`config.mk`:
```
export PLATFORM = sky130hd
export DESIGN_NAME = apb_master_module
export DESIGN_NICKNAME = d
export VERILOG_FILES = /design/src/rtl/apb_master_module.sv
export SDC_FILE = /design/constraint.sdc
export NUM_CORES = 1
export LEC_CHECK = 0
export CORE_AREA = 2 2 133 135
export CTS_CLUSTER_SIZE = 12
export DETAILED_ROUTE_END_ITERATION = 6
export DIE_AREA = 0 0 135 137
export MAX_ROUTING_LAYER = met4
export PLACE_DENSITY = 0.79
export SLEW_MARGIN = 20
export SYNTH_ARGS = -nofsm -noshare
export SYNTH_HDL_FRONTEND = slang
export SYNTH_SLANG_ARGS = --single-unit
```
`constraint.sdc`:
```
create_clock -name clk_i -period 4.15 [get_ports clk_i]
set_clock_uncertainty 0.15 [all_clocks]
set_input_delay 0.83 -clock clk_i [delete_from_list [all_inputs] [get_ports clk_i]]
set_output_delay 0.83 -clock clk_i [all_outputs]
set_load 0.05 [all_outputs]
```
`src/rtl/apb_master_module.sv`:
```
// apb_master_module
//   APB requester placed in front of the matmul APB slave. Takes one command
//   at a time on a valid/ready port, runs the APB SETUP and ACCESS phases, and
//   returns read data plus error status on a valid/ready response port. Only
//   one transfer is ever in flight. Every output is driven from a register.
//
// Ports
//   clk_i, rst_ni                 clock, synchronous active-low reset
//   cmd_valid_i / cmd_ready_o     command handshake
//   cmd_write_i, cmd_addr_i,
//   cmd_wdata_i, cmd_strb_i       command payload
//   rsp_valid_o / rsp_ready_i     response handshake
//   rsp_rdata_o, rsp_err_o,
//   rsp_timeout_o                 response payload
//   psel_o, penable_o, pwrite_o,
//   paddr_o, pwdata_o, pstrb_o    APB requester outputs
//   pready_i, pslverr_i, prdata_i APB completer inputs
//
// state  | meaning
// -------+--------------------------------------------------------------
// IDLE   | ready for a command, APB bus idle
// SETUP  | psel high, penable low, exactly one cycle
// ACCESS | psel and penable high, waiting for pready or the timeout
// RESP   | response presented, waiting for rsp_ready_i

module apb_master_module #(
    parameter int DATA_WIDTH     = 32,
    parameter int BUS_WIDTH      = 64,
    parameter int ADDR_WIDTH     = 32,
    parameter int STRB_WIDTH     = BUS_WIDTH / DATA_WIDTH,
    parameter int TIMEOUT_CYCLES = 16
) (
    input  logic                  clk_i,
    input  logic                  rst_ni,
    input  logic                  cmd_valid_i,
    output logic                  cmd_ready_o,
    input  logic                  cmd_write_i,
    input  logic [ADDR_WIDTH-1:0] cmd_addr_i,
    input  logic [BUS_WIDTH-1:0]  cmd_wdata_i,
    input  logic [STRB_WIDTH-1:0] cmd_strb_i,
    output logic                  rsp_valid_o,
    input  logic                  rsp_ready_i,
    output logic [BUS_WIDTH-1:0]  rsp_rdata_o,
    output logic                  rsp_err_o,
    output logic                  rsp_timeout_o,
    output logic                  psel_o,
    output logic                  penable_o,
    output logic                  pwrite_o,
    output logic [ADDR_WIDTH-1:0] paddr_o,
    output logic [BUS_WIDTH-1:0]  pwdata_o,
    output logic [STRB_WIDTH-1:0] pstrb_o,
    input  logic                  pready_i,
    input  logic                  pslverr_i,
    input  logic [BUS_WIDTH-1:0]  prdata_i
);

    // Wait timer is a down-counter loaded with the allowance on ACCESS entry;
    // terminal count 1 on a not-ready edge means the allowance is used up.
    localparam int              CNT_W      = (TIMEOUT_CYCLES < 2) ? 1 : $clog2(TIMEOUT_CYCLES + 1);
    localparam logic [CNT_W-1:0] CNT_LOAD  = CNT_W'(TIMEOUT_CYCLES);
    localparam logic [CNT_W-1:0] CNT_ONE   = CNT_W'(1);
    localparam bit              TIMEOUT_EN = (TIMEOUT_CYCLES != 0);

    typedef enum logic [1:0] {
        S_IDLE   = 2'd0,
        S_SETUP  = 2'd1,
        S_ACCESS = 2'd2,
        S_RESP   = 2'd3
    } state_t;

    state_t                r_state;
    logic                  r_cmd_ready;
    logic                  r_psel;
    logic                  r_penable;
    logic                  r_pwrite;
    logic [ADDR_WIDTH-1:0] r_paddr;
    logic [BUS_WIDTH-1:0]  r_pwdata;
    logic [STRB_WIDTH-1:0] r_pstrb;
    logic                  r_rsp_valid;
    logic [BUS_WIDTH-1:0]  r_rsp_rdata;
    logic                  r_rsp_err;
    logic                  r_rsp_timeout;
    logic [CNT_W-1:0]      r_wait_cnt;

    state_t                w_state_nxt;
    logic                  w_cmd_ready_nxt;
    logic                  w_psel_nxt;
    logic                  w_penable_nxt;
    logic                  w_pwrite_nxt;
    logic [ADDR_WIDTH-1:0] w_paddr_nxt;
    logic [BUS_WIDTH-1:0]  w_pwdata_nxt;
    logic [STRB_WIDTH-1:0] w_pstrb_nxt;
    logic                  w_rsp_valid_nxt;
    logic [BUS_WIDTH-1:0]  w_rsp_rdata_nxt;
    logic                  w_rsp_err_nxt;
    logic                  w_rsp_timeout_nxt;
    logic [CNT_W-1:0]      w_wait_cnt_nxt;

    always_ff @(posedge clk_i) begin
        if (!rst_ni) begin
            r_state       <= S_IDLE;
            r_cmd_ready   <= 1'b1;
            r_psel        <= 1'b0;
            r_penable     <= 1'b0;
            r_pwrite      <= 1'b0;
            r_paddr       <= '0;
            r_pwdata      <= '0;
            r_pstrb       <= '0;
            r_rsp_valid   <= 1'b0;
            r_rsp_rdata   <= '0;
            r_rsp_err     <= 1'b0;
            r_rsp_timeout <= 1'b0;
            r_wait_cnt    <= '0;
        end else begin
            r_state       <= w_state_nxt;
            r_cmd_ready   <= w_cmd_ready_nxt;
            r_psel        <= w_psel_nxt;
            r_penable     <= w_penable_nxt;
            r_pwrite      <= w_pwrite_nxt;
            r_paddr       <= w_paddr_nxt;
            r_pwdata      <= w_pwdata_nxt;
            r_pstrb       <= w_pstrb_nxt;
            r_rsp_valid   <= w_rsp_valid_nxt;
            r_rsp_rdata   <= w_rsp_rdata_nxt;
            r_rsp_err     <= w_rsp_err_nxt;
            r_rsp_timeout <= w_rsp_timeout_nxt;
            r_wait_cnt    <= w_wait_cnt_nxt;
        end
    end

    always_comb begin
        w_state_nxt       = r_state;
        w_cmd_ready_nxt   = r_cmd_ready;
        w_psel_nxt        = r_psel;
        w_penable_nxt     = r_penable;
        w_pwrite_nxt      = r_pwrite;
        w_paddr_nxt       = r_paddr;
        w_pwdata_nxt      = r_pwdata;
        w_pstrb_nxt       = r_pstrb;
        w_rsp_valid_nxt   = r_rsp_valid;
        w_rsp_rdata_nxt   = r_rsp_rdata;
        w_rsp_err_nxt     = r_rsp_err;
        w_rsp_timeout_nxt = r_rsp_timeout;
        w_wait_cnt_nxt    = r_wait_cnt;

        case (r_state)
            S_IDLE: begin
                if (cmd_valid_i && r_cmd_ready) begin
                    w_cmd_ready_nxt = 1'b0;
                    w_psel_nxt      = 1'b1;
                    w_pwrite_nxt    = cmd_write_i;
                    w_paddr_nxt     = cmd_addr_i;
                    w_pwdata_nxt    = cmd_wdata_i;
                    // Strobes carry no meaning on a read, so never drive them.
                    w_pstrb_nxt     = cmd_write_i ? cmd_strb_i : '0;
                    w_state_nxt     = S_SETUP;
                end
            end

            S_SETUP: begin
                w_penable_nxt  = 1'b1;
                w_wait_cnt_nxt = CNT_LOAD;
                w_state_nxt    = S_ACCESS;
            end

            S_ACCESS: begin
                // pready wins over an expiring timer on the same edge.
                if (pready_i) begin
                    w_psel_nxt        = 1'b0;
                    w_penable_nxt     = 1'b0;
                    w_rsp_valid_nxt   = 1'b1;
                    w_rsp_err_nxt     = pslverr_i;
                    w_rsp_timeout_nxt = 1'b0;
                    w_rsp_rdata_nxt   = (!r_pwrite && !pslverr_i) ? prdata_i : '0;
                    w_state_nxt       = S_RESP;
                end else if (TIMEOUT_EN && (r_wait_cnt == CNT_ONE)) begin
                    w_psel_nxt        = 1'b0;
                    w_penable_nxt     = 1'b0;
                    w_rsp_valid_nxt   = 1'b1;
                    w_rsp_err_nxt     = 1'b1;
                    w_rsp_timeout_nxt = 1'b1;
                    w_rsp_rdata_nxt   = '0;
                    w_state_nxt       = S_RESP;
                end else if (TIMEOUT_EN) begin
                    w_wait_cnt_nxt = r_wait_cnt - CNT_ONE;
                end
            end

            S_RESP: begin
                if (rsp_ready_i) begin
                    w_rsp_valid_nxt   = 1'b0;
                    w_rsp_rdata_nxt   = '0;
                    w_rsp_err_nxt     = 1'b0;
                    w_rsp_timeout_nxt = 1'b0;
                    w_cmd_ready_nxt   = 1'b1;
                    w_state_nxt       = S_IDLE;
                end
            end

            default: begin
                w_state_nxt = S_IDLE;
            end
        endcase
    end

    assign cmd_ready_o   = r_cmd_ready;
    assign psel_o        = r_psel;
    assign penable_o     = r_penable;
    assign pwrite_o      = r_pwrite;
    assign paddr_o       = r_paddr;
    assign pwdata_o      = r_pwdata;
    assign pstrb_o       = r_pstrb;
    assign rsp_valid_o   = r_rsp_valid;
    assign rsp_rdata_o   = r_rsp_rdata;
    assign rsp_err_o     = r_rsp_err;
    assign rsp_timeout_o = r_rsp_timeout;

endmodule

```
## Word level (Yosys, flattened, before mapping)

Cells that the tools add are included.

- Input port bits: 169
- Register bits: 176
- Output and inout port bits: 169
- Logic and storage cells: 69

- Mux-type cells: 30
- Eq/ne operators: 9
- Add/subtract/negate cells: 1
- Reductions and logical operators: 16

Operators with widths:

| operator | count |
|---|---|
| 64-bit two-way mux | 4 |
| 64-bit case mux with 2 select lines | 1 |
| 3-bit AND reduction | 5 |
| 1-bit case mux with 2 select lines | 6 |
| 1-bit two-way mux | 10 |
| 2-bit two-way mux | 5 |
| 5-bit two-way mux | 2 |
| 5-bit case mux with 2 select lines | 1 |
| 2-bit != test, second input constant | 4 |
| 2-bit case mux with 4 select lines | 1 |
| 2-bit nonzero test | 4 |
| 5-bit by 1-bit equality test with 1-bit output, second input constant | 1 |
| 5-bit by 1-bit subtractor with 5-bit output, second input constant | 1 |
| 2-bit equality test, second input constant | 2 |
| 2-bit AND reduction | 2 |
| 3-bit != test, second input constant | 1 |
| 2-bit by 1-bit equality test with 1-bit output, second input constant | 1 |
| 1-bit logical AND | 2 |
| 1-bit zero test | 2 |
| 2-bit zero test | 1 |

## Longest topological paths before layout

- Word-level depth: 5
- Gate-level depth with buffers: 10
- Gate-level depth less buffers: 6

## Least setup slack after synthesis

OpenSTA, ideal clock, no wires.

- Kind: input -> register
- From: input pslverr_i
- To: register r_rsp_rdata[20], in the netlist rsp_rdata_o[20]
- Slack: 2,164 ps
- Required time: 3,926 ps
- Data arrival time: 1,762 ps
- Cell stages on the path: 6
- Path buffers: 2
- Library setup time: 74 ps
- Cells stage by stage: nand2b_1 -> nor4b_1 -> buf_2 -> buf_2 -> nand2_1 -> o21ai_0

- Cells in the longest elaborated chain, start to end: 5

RTL lines:

| element | line | source |
|---|---|---|
| start, declared | 53 | `input logic pslverr_i,` |
| 1-bit zero test | 174 | `w_rsp_rdata_nxt = (!r_pwrite && !pslverr_i) ? prdata_i : '0;` |
| 1-bit logical AND | 174 |  |
| 64-bit two-way mux | 174 |  |
| 64-bit two-way mux | 168 | `if (pready_i) begin` |
| 64-bit case mux with 2 select lines | 146 | `case (r_state)` |
| end signal, assigned | 124 | `r_rsp_rdata <= w_rsp_rdata_nxt;` |
| end, declared | 80 | `logic [BUS_WIDTH-1:0] r_rsp_rdata;` |

Every way passes these cells.
A chain may end at the register's enable or synchronous reset.

## Worst setup path in the final report

- From: register r_cmd_ready, in the netlist cmd_ready_o
- To: output cmd_ready_o

RTL lines:

| element | line | source |
|---|---|---|
| start, declared | 72 | `logic r_cmd_ready;` |
| start signal, assigned | 116 | `r_cmd_ready <= w_cmd_ready_nxt;` |
| end, declared | 36 | `output logic cmd_ready_o,` |

No word-level cell between the ends.

==> metrics.txt <==
worst skew pair latency=420 ps; layout cells sized above 1=4.834%; status=completed; ys async rst share=0%; Unique masters post-synth=39; Psw=between 2 and 2.5 mW; RePlAce Congestion=0.8182; maxcap violations=0; RSZ-0062 raised after global routing=no; FF+latch count, synth=176; Buf/Inv on CP=1; number of synthesized flops with an enable pin=0; root buffer cell=clkbuf_16; sequential fraction of the synthesis area=52.14%; CP Data Required Time=3170 ps; DR WL/cell=15.00 microns; Achievable Freq=358.6 MHz; PwrDens=approximately 530 nW/um^2; met3 Usage GRT=6.926%; leak pwr=between 3 and 4 nW; Die W=135 microns; Setup TNS Final=0 ps; nets=1,280; combinational power share=a little under two fifths; total gr overflow=0; PostCTS Resize Cnt=0; Routed Antenna Nets=0; Post-synth top flop=dfxtp_1; clock period minus worst slack=2788 ps; CP Capture Type=output port; Layout area overhead=59.49%; Least-Margin Pin Slew=about 1000 ps; Synth Instances=807; final setup fails=0; Flop pwr share=35.4%; Power Total=roughly 5.7 mW; clk slew on worst S/H paths=70 ps; clock buffer depth=2; most common cell in the synthesized netlist=nand2_1; final hold vios=0; maximum VDD drop=0.2755 mV; antenna cells=0; Slew HR=between 30% and 40%; Critical Path, Cell by Cell=clkdlybuf4s50_1; dpl hpwl=13,890 microns; Crit Path Max Fanout=8; largest net degree at the start of global routing=100; Synth Area per Inst=8.374 sq um; internal power=3.478 mW; initial antenna violation count=0; Net Sw Frac=39.35%; Detailed Routing Iterations Pass 1=4; Die Ht=around 140 microns; drt total wl=20,130 microns; Port Buffer Count=337; family with the most delay on the worst path=buffers and inverters; top cells by count, synth=271 x nand2_1, 176 x dfxtp_1, 101 x a21boi_0; vias in the first global route=5,733; critical path type=reg2out; crit path launch type=register; CTS Hold Bufs=0; worst min path class=reg2reg; CTS tree=built; # rows=48; crit path DAT=~1800 ps; DR DRC count=0; number of vias per cell=between 4 and 5; layer with the highest usage=met2; gr usage total=a little over a fifth; First DRT Iteration DRCs=321; Die ar.=18,500 sq um; share of power burned in the clock network=26.5%; Worst path slowest cell=clkdlybuf4s50_1; Tcrit/Tclk final=67.19%; Max Slew Vio Count=0; setup bufs post-CTS=0; first-pass GRT wire length=30,090 microns; Synth area leaders=dfxtp_1 52%, nand2_1 15%, a21boi_0 11%, nand3_1 4.9%, o21ai_1 3.3%; Clock Sinks=176; GR Layer Usage met2=33.93%; total CTS buffers=17; Post-Syn Nets=982; Yosys top cell by area=dfxtp_1; core region area=between 15,000 and 20,000 sq um; io pins=approximately 340; met1 usage=25.34%; number of H-tree levels=4; initial core utilization=39.62%; post-synth top area share=52.14%; via count=6,448; mapped cell area=6758 sq um; Yosys warning total=0; Max stage delay on crit path=about 890 ps
## area by class of cell
type | count | area, sq um
clock buffers | 19 | 442.9
fillers | 1478 | 6279
flip-flops and latches | 176 | 3523
multi-input cells | 560 | 2938
repair buffers | 344 | 3461
clock inverters | 12 | 108.9
inverters | 6 | 22.52
well taps | 225 | 281.5
## per-stage QoR
stage          std cells  instance area, sq um  utilization [%]  hold WS [ps]  worst slack (ps)
3_5_place_dp        1311                 10230            59.95         296.5              1221
4_1_cts             1342                 10780            63.19         306.2              1344
6_report            1342                 10780            63.19         302.8              1362
5_1_grt             1342                 10780            63.19         323.0              1317
3_3_place_gp        1311                 10230            59.95         291.3              1305
2_1_floorplan        807                  6758                -         317.7              2164
## per-layer routing
metal / vias up / routed length, microns
li1: 3273 / -
met1: 2904 / 8456
met2: 234 / 9606
met3: 37 / 1637
met4: 0 / 427
met5: - / 0
## placed cells by master (no fill, tap or decap), drive strengths merged, types with 2 or more instances in the layout
cell             n
nor4             2
nor2             4
o21ai           68
a21boi         102
clkbuf          19
nor3             2
clkinv           6
o2bb2ai          2
nand3           72
inv              9
nor2b            3
clkinvlp         2
a21oi            6
nand2b           4
and3             2
dfxtp          176
nand2          271
clkdlybuf4s50  336
buf              8
o21a             3
o211a            2
ha               6
nor4b            2
## state kept, by name (all words and copies together), names as in the netlist, 2 cells and up
name         cells
r_wait_cnt       5
r_state          2
paddr_o         32
pwdata_o        64
rsp_rdata_o     64
pstrb_o          2
## logic make-up (layout without fill, tap and decap cells)
kind of cell / count (synthesis) / count (layout) / share of synthesized area, %
and+or+nand+nor: 365 / 365 / 23.05
DFF: 176 / 176 / 52.14
buffers and inverters: 71 / 381 / 4.869
AOI/OAI and AO/OA: 188 / 188 / 18.68
adders and majority gates: 6 / 6 / 1.111
muxes: 1 / 1 / 0.1481
## final timing paths
kind	slack (ps)	end	startpoint	cells past startpoint
max reg2reg	1920	paddr_o[18]	r_state[1]	6
min	300	rsp_rdata_o[34]	rsp_rdata_o[34]	2
min reg2reg	300	rsp_rdata_o[34]	rsp_rdata_o[34]	2
max	1360	cmd_ready_o	cmd_ready_o	1
## power by group through the flow
stage | Combinational (mW) | Sequential [mW] | Clock (mW)
global placement | 2.17 | 2.06 | 0
floorplan | 0.763 | 2.75 | 0
global route | 2.33 | 2.05 | 1.63
detailed placement | 2.19 | 2.07 | 0
finish | 2.18 | 2.03 | 1.52
CTS | 2.20 | 2.03 | 1.56
## worst register-to-register path: cells and delay by family (launching register included)
kind	cells	cell delay, ps
compound gates	1	230
fa+ha+maj	1	300
buf+inv	2	860
flops	1	380
simple gates	2	240
Power figures use the tool's default switching activity.
